## src/rtl/mem_arb_pkg.sv

```systemverilog
// Shared opcodes, state encoding and grant encoding for the RAM arbiter.
// Used by rr_arb2 and mem_arbiter; the macro MEMARB_LOADER_PRIORITY_EN is consumed in rr_arb2.
package mem_arb_pkg;

  localparam logic [1:0] MNONE  = 2'b00;
  localparam logic [1:0] MREAD  = 2'b01;
  localparam logic [1:0] MWRITE = 2'b10;

  localparam logic GNT_CPU = 1'b0;
  localparam logic GNT_LD  = 1'b1;

  typedef enum logic [1:0] {
    S_IDLE   = 2'd0,
    S_ACCESS = 2'd1,
    S_RDDATA = 2'd2
  } state_t;

endpackage

```

## src/rtl/rr_arb2.sv

```systemverilog
// Two-input arbiter: req[0] is the CPU, req[1] the loader; gnt uses GNT_CPU/GNT_LD.
// MEMARB_LOADER_PRIORITY_EN selects fixed loader priority instead of round-robin on a tie.
module rr_arb2
  import mem_arb_pkg::*;
(
  input  logic [1:0] req,
  input  logic       last_gnt,
  input  logic       en,
  output logic       gnt
);

`ifdef MEMARB_LOADER_PRIORITY_EN
  logic unused_last_gnt;
  assign unused_last_gnt = last_gnt;
`endif

  always_comb begin
    gnt = GNT_CPU;
    if (en) begin
      case (req)
        2'b01:   gnt = GNT_CPU;
        2'b10:   gnt = GNT_LD;
`ifdef MEMARB_LOADER_PRIORITY_EN
        2'b11:   gnt = GNT_LD;
`else
        2'b11:   gnt = ~last_gnt;
`endif
        default: gnt = GNT_CPU;
      endcase
    end
  end

endmodule

```

## src/rtl/mem_arbiter.sv

```systemverilog
// Serialises CPU and loader accesses onto one single-port synchronous-read RAM.
// Tie-break mode is chosen in rr_arb2 by MEMARB_LOADER_PRIORITY_EN (default: round-robin).
module mem_arbiter
  import mem_arb_pkg::*;
#(
  parameter int ADDR_W = 9,
  parameter int DATA_W = 16
) (
  input  logic              clk,
  input  logic              reset,
  input  logic [1:0]        cpu_mem_cmd,
  input  logic [ADDR_W-1:0] cpu_mem_addr,
  input  logic [DATA_W-1:0] cpu_wdata,
  output logic [DATA_W-1:0] cpu_rdata,
  output logic              cpu_ready,
  input  logic              ld_req,
  input  logic              ld_we,
  input  logic [ADDR_W-1:0] ld_addr,
  input  logic [DATA_W-1:0] ld_wdata,
  output logic [DATA_W-1:0] ld_rdata,
  output logic              ld_done,
  output logic [ADDR_W-1:0] ram_addr,
  output logic [DATA_W-1:0] ram_din,
  output logic              ram_write,
  input  logic [DATA_W-1:0] ram_dout,
  output logic              busy,
  output logic [1:0]        dbg_state
);

  // Handshake: a requester raises its request (cmd 01/10, or ld_req) and holds it with
  // stable operands until its single-cycle ready/done pulse; rdata is valid during that pulse.
  state_t            state;
  logic              gnt_q;
  logic              last_gnt;
  logic              op_we;
  logic              win;
  logic              cpu_pend;
  logic              ld_pend;
  logic              done_wr;
  logic              done_rd;
  logic [DATA_W-1:0] cpu_rdata_q;
  logic [DATA_W-1:0] ld_rdata_q;

  assign cpu_pend = (cpu_mem_cmd == MREAD) || (cpu_mem_cmd == MWRITE);
  assign ld_pend  = ld_req;

  rr_arb2 u_arb (
    .req      ({ld_pend, cpu_pend}),
    .last_gnt (last_gnt),
    .en       (state == S_IDLE),
    .gnt      (win)
  );

  always_ff @(posedge clk) begin
    if (reset) begin
      state       <= S_IDLE;
      gnt_q       <= GNT_CPU;
      last_gnt    <= GNT_LD;
      op_we       <= 1'b0;
      ram_addr    <= '0;
      ram_din     <= '0;
      cpu_rdata_q <= '0;
      ld_rdata_q  <= '0;
    end else begin
      case (state)
        S_IDLE: begin
          if (cpu_pend || ld_pend) begin
            gnt_q    <= win;
            last_gnt <= win;
            state    <= S_ACCESS;
            if (win == GNT_LD) begin
              ram_addr <= ld_addr;
              ram_din  <= ld_wdata;
              op_we    <= ld_we;
            end else begin
              ram_addr <= cpu_mem_addr;
              ram_din  <= cpu_wdata;
              op_we    <= (cpu_mem_cmd == MWRITE);
            end
          end
        end
        S_ACCESS: state <= op_we ? S_IDLE : S_RDDATA;
        S_RDDATA: begin
          state <= S_IDLE;
          if (gnt_q == GNT_CPU) cpu_rdata_q <= ram_dout;
          else                  ld_rdata_q  <= ram_dout;
        end
        default: state <= S_IDLE;
      endcase
    end
  end

  // Completion decode is gated by reset so a transaction cut short by reset never reports done.
  assign done_wr   = (state == S_ACCESS) && op_we && !reset;
  assign done_rd   = (state == S_RDDATA) && !reset;
  assign ram_write = done_wr;
  assign cpu_ready = (done_wr || done_rd) && (gnt_q == GNT_CPU);
  assign ld_done   = (done_wr || done_rd) && (gnt_q == GNT_LD);
  assign cpu_rdata = (done_rd && gnt_q == GNT_CPU) ? ram_dout : cpu_rdata_q;
  assign ld_rdata  = (done_rd && gnt_q == GNT_LD)  ? ram_dout : ld_rdata_q;
  assign busy      = (state != S_IDLE);
  assign dbg_state = state;

endmodule
```

## config.mk

```make
export PLATFORM = sky130hd
export DESIGN_NAME = mem_arbiter
export DESIGN_NICKNAME = d
export VERILOG_FILES = /design/src/rtl/mem_arb_pkg.sv /design/src/rtl/rr_arb2.sv /design/src/rtl/mem_arbiter.sv
export SDC_FILE = /design/constraint.sdc
export NUM_CORES = 1
export LEC_CHECK = 0
export CAP_MARGIN = 0
export CORE_MARGIN = 3
export CORE_UTILIZATION = 30
export DETAILED_ROUTE_END_ITERATION = 10
export MAX_ROUTING_LAYER = met4
export PLACE_DENSITY_LB_ADDON = 0.05
export SETUP_SLACK_MARGIN = 0.15
export SLEW_MARGIN = 40
export SYNTH_ARGS = -nofsm -noshare
export SYNTH_HDL_FRONTEND = slang
export SYNTH_SLANG_ARGS = --single-unit
```

## constraint.sdc

```tcl
create_clock -name clk -period 5.2 [get_ports clk]
set_clock_uncertainty 0.15 [all_clocks]
set_input_delay 1.04 -clock clk [delete_from_list [all_inputs] [get_ports clk]]
set_output_delay 1.04 -clock clk [all_outputs]
set_load 0.05 [all_outputs]
```

# Yosys cells after proc, flatten, opt, wreduce, memory -nomap -nowiden
# Cells that the tools add are included.
# W data, S select, Z words.
[totals]
mem_bits_ro = 0
register_bits = 62
latch_bits = 0
mem_count = 0
input_bits = 72
ram_bits = 0
out_inout_bits = 63
[op_classes]
add_sub_neg = 0
magnitude_cmp = 0
reduce_logical = 16
muxes = 10
n_div = 0
bitwise = 2
shifts = 0
mul = 0
n_eq_ne = 7
[ops]
columns = ["operator", "count"]
rows = [
  ["$mux W16", 3],
  ["$mux W9", 1],
  ["$eq A2 B2 Y1 const B", 4],
  ["$logic_and A1 B1 Y1", 7],
  ["$reduce_and A2 Y1", 3],
  ["$eq A2 B1 Y1 const B", 2],
  ["$mux W2", 2],
  ["$pmux W2 S2", 1],
  ["$logic_or A1 B1 Y1", 3],
  ["$logic_not A2 Y1", 1],
  ["$mux W1", 2],
  ["$ne A2 B2 Y1 const B", 1],
  ["$not A1 Y1", 2],
  ["$pmux W1 S2", 1],
  ["$reduce_bool A2 Y1", 1],
  ["$logic_not A1 Y1", 1],
]

# Longest topological paths before layout
[logic_depth]
ltp_word = 6
mapped_depth = 8

# Cells and area by module
# A second synthesis with hierarchy kept.
[hier_totals]
hier_cells = 255
area_unflattened_um2 = 2837.7
[modules_own_cells]
columns = ["module", "cells_each", "area_each_um2", "seq_area_each_um2", "instances"]
rows = [
  ["mem_arbiter", 253, 2825.2, 1241.2, 1],
  ["rr_arb2", 2, 12.5, 0.0, 1],
]

# Worst setup path before layout
# No wires, ideal clock.
[synth_path]
path_kind = "input to output"
from = "input port reset"
to = "output port cpu_ready"
t_required_ps = 4010
t_arrival_ps = 2590
path_buffers = 2
slack_ps = 1420
stages = 3
path_cell_list = "clkbuf_1 clkbuf_1 nor3_1"
[synth_via]
elab_chain_len = 4
[synth_lines]
columns = ["element", "line", "rtl"]
rows = [
  ["from (decl)", "mem_arbiter.sv:10", "input logic reset,"],
  ["$logic_not A1 Y1 (*)", "mem_arbiter.sv:94, mem_arbiter.sv:95", ""],
  ["$logic_and A1 B1 Y1 (on tied branches)", "mem_arbiter.sv:94, mem_arbiter.sv:95", ""],
  ["$logic_or A1 B1 Y1 (*)", "mem_arbiter.sv:97", "assign cpu_ready = (done_wr || done_rd) && (gnt_q == GNT_CPU);"],
  ["$logic_and A1 B1 Y1 (*)", "mem_arbiter.sv:97", ""],
  ["to (decl)", "mem_arbiter.sv:15", "output logic cpu_ready,"],
]
# Mark *: on every way between the ends. The rest lies on a longest branch, timed or not.

# Worst setup path after layout
[layout_path]
from = "input port reset"
to = "output port ld_rdata[10]"
[layout_via]
elab_chain_len = 4
[layout_lines]
columns = ["element", "line", "rtl"]
rows = [
  ["$logic_not A1 Y1", "mem_arbiter.sv:95", "assign done_rd = (state == S_RDDATA) && !reset;"],
  ["$logic_and A1 B1 Y1", "mem_arbiter.sv:95", ""],
  ["$logic_and A1 B1 Y1", "mem_arbiter.sv:100", "assign ld_rdata = (done_rd && gnt_q == GNT_LD) ? ram_dout : ld_rdata_q;"],
  ["$mux W16", "mem_arbiter.sv:100", ""],
  ["to (decl)", "mem_arbiter.sv:20", "output logic [DATA_W-1:0] ld_rdata,"],
]
# No other way between the ends.

==> flow_summary.yaml <==
logic_synthesis:
  syn-instance-count: 293
  synthArstFlopShare_pct: 0
  netlist.area_leader.share_pct: 41.1
  syn-num-nets: 366
  synth_ff_type: "dfxtp_1"
  synth-seq-cells: 62
  synth_edf_count: 0
  synthesis.area_um2: 3020
  synth.avg_cell_area_um2: 10.3
  synth_common_cells: "dfxtp_1 (62), a22o_1 (32), mux2_2 (31), a21oi_1 (30), nor4b_1 (27)"
  ys_types: 25
  ys_seq_area_share_pct: 41.1
  synth_most_common_cell: "dfxtp_1"
  ys_warn_count: 0
  synth_area_leaders: "dfxtp_1 (41%), mux2_2 (12%), a22o_1 (9.3%)"
  yosys.area.top_type: "dfxtp_1"
run:
  cap_viol_max_count: 0
pwr:
  p_leak_uw: 0.00177
  worst_ir_drop_vdd_mv: 0.180
  powerDensity_nw_per_um2: 293
  power_uw: 1440
cts:
  clock_latency_ns: 0.32
  cts_resized: 0
  htreeDepth: 3
  ctsHoldBuffers: 0
  max-clock-path-buffers: 2
  post_cts_buffers: 0
  clockRootBuffer: "clkbuf_8"
  cts_tree: "built"
  cts_inserted_buffers: 9
  clock_sinks: 62
  clk_pin_slew_ns: 0.07
setup_path:
  worstSetupStartpoint: "reset"
  crit_fanout: 32
  crit_chain: "clkdlybuf4s50_1 -> nor3b_4 -> buf_4 -> mux2_2 -> buf_12"
  rr_endpoint: "ram_din[5]$_SDFFE_PP0P_"
  reg2reg_from: "dbg_state[0]$_SDFFE_PP0P_"
  reg2reg_depth: 5
  critPathKind: "in -> out"
  critPathRequiredTime_ns: 4.01
  reg2reg_slack_ns: 2.99
  cp-end-kind: "primary output"
  crit_path_max_incr_delay_ns: 0.60
  critPathLaunchType: "input port"
  crit_slowest_cell: "clkdlybuf4s50_1"
  crit_arrival_ns: 2.83
drt:
  vias: 2893
  wl_per_cell_um: 17.2
  drc: 0
  drtAntennaViolNets: 0
  firstDrtPassIters: 4
  viasPerCell: 5.33
  totalWireLength_um: 9350
  drt_iter0_drc: 108
sta:
  period_share_pct: 77.3
  rsz0062_at_grt: "no"
  fmax_mhz: 249
  drv_slew: 0
  fin_crit_ns: 4.02
  finalHoldViolCount: 0
  worst-slew-pin-transition_ns: 0.755
  setup_viol: 0
  slew_headroom_pct: 49.6
  setup-tns-final_ns: 0
final_layout:
  nFillCells: 893
  multi_input_area_um2: 1580
  fin_area_um2: 4900
  antennaDiodeCount: 0
  regArea_um2: 1240
  synthToLayoutAreaGrowth_pct: 62.3
  layout.cells.non_filler: 543
  utilization_pct: 51.5
  drive_gt1_share_pct: 22.7
  fin_nets: 483
die:
  boundaryPins: 135
  start_util_pct: 31.8
  core-area_um2: 9500
  die_area_um2: 11300
  fp.dieH_um: 106
  rows: 35
  die_w_um: 106
grt:
  gr-total-overflow: 0
  grtUsageTotal_pct: 17.0
  grt_pass1_vias: 2902
  antenna_found_initial: 0
  grt_max_degree: 56
  grt_first_pass_wirelength_um: 15100
run_status:
  status: "complete, no violations"
placed_design:
  routabilityCongestion: 0.682
  io_buffers: 134
  dpl.hpwl_um: 6170
  placedInstanceArea_um2: 4710
  numPlacedInstances: 528
min_path:
  hold_depth: 1
  holdPathEnd: "cpu_rdata_q[5]$_SDFFE_PP0P_"
  holdCritPathClass: "reg -> reg"
  min_from: "cpu_rdata_q[5]$_SDFFE_PP0P_"
==> routing by layer <==
layer / global-route usage [%] / vias to the layer above / part of all wire (%)
met4: 5.18 / 0 / 0.59
met5: - / - / 0
met1: 21.2 / 1379 / 44
li1: - / 1404 / -
met2: 27.5 / 104 / 50
met3: 3.83 / 6 / 5.5
==> report_power, final <==
part	internal, uW	switching, uW
logic	193	289
registers	514	24.4
clock network	230	185
total	938	498
==> worst max-delay path: cells and delay by family <==
family	cells	cell delay (ns)
multiplexers	1	0.41
AND/OR/NAND/NOR	1	0.24
buffers and inverters	3	1.12
==> cell usage in the layout (no fill, tap or decap), types with 2 or more instances in the layout <==
master           synthesis  layout
nor4_1                  26      26
nor2b_1                  3       2
inv_1                    3       3
buf_12                   0      31
nor3_1                   3       3
nor4b_1                 27      27
dfxtp_1                 62      62
a2111oi_0               26      26
a21oi_1                 30      30
nand3b_1                 2       2
o21ai_0                  2       2
clkdlybuf4s50_1          0     102
nor3b_4                  2       2
a22o_1                  32      32
clkinv_2                 0       2
clkbuf_8                 0      10
buf_4                    3      10
mux2_2                  31      31
==> registers in the layout (all words and copies together) (netlist names) <==
| register | cells |
|---|---|
| cpu_rdata_q | 16 |
| ram_addr | 9 |
| ram_din | 16 |
| gnt_q | 1 |
| dbg_state | 2 |
| ld_rdata_q | 16 |
| op_we | 1 |
| last_gnt | 1 |
==> worst max path at each step <==
stage | to | cells after the start
after floorplan | cpu_ready | 3
after global placement | cpu_rdata[9] | 5
after detailed placement | cpu_rdata[8] | 5
after CTS | cpu_rdata[6] | 5
after global routing | ld_rdata[10] | 5
final | ld_rdata[10] | 5
==> cell type report <==
cell class	count	area share, %
inverter	4	0.307
clock inverter	4	0.971
sequential	62	25.3
clock buffer	11	2.89
timing repair buffer	143	35.0
multi-input combinational	190	32.2
tap	129	3.30
==> through the flow <==
step	worst slack [ns]	hold slack, ns
floorplan	1.42	0.282
global placement	1.19	0.301
detailed placement	1.17	0.300
CTS	1.17	0.326
global route	1.06	0.334
finish	1.18	0.322
==> cell families after synthesis <==
| logic type | Yosys count | synth area share, % |
|---|---|---|
| compound gates | 90 | 22.1 |
| simple gates | 67 | 17.5 |
| flops | 62 | 41.1 |
| buf+inv | 41 | 6.84 |
| mux | 32 | 11.9 |
| fa+ha+maj | 1 | 0.415 |
No activity file was read; power rests on OpenSTA's default activity.
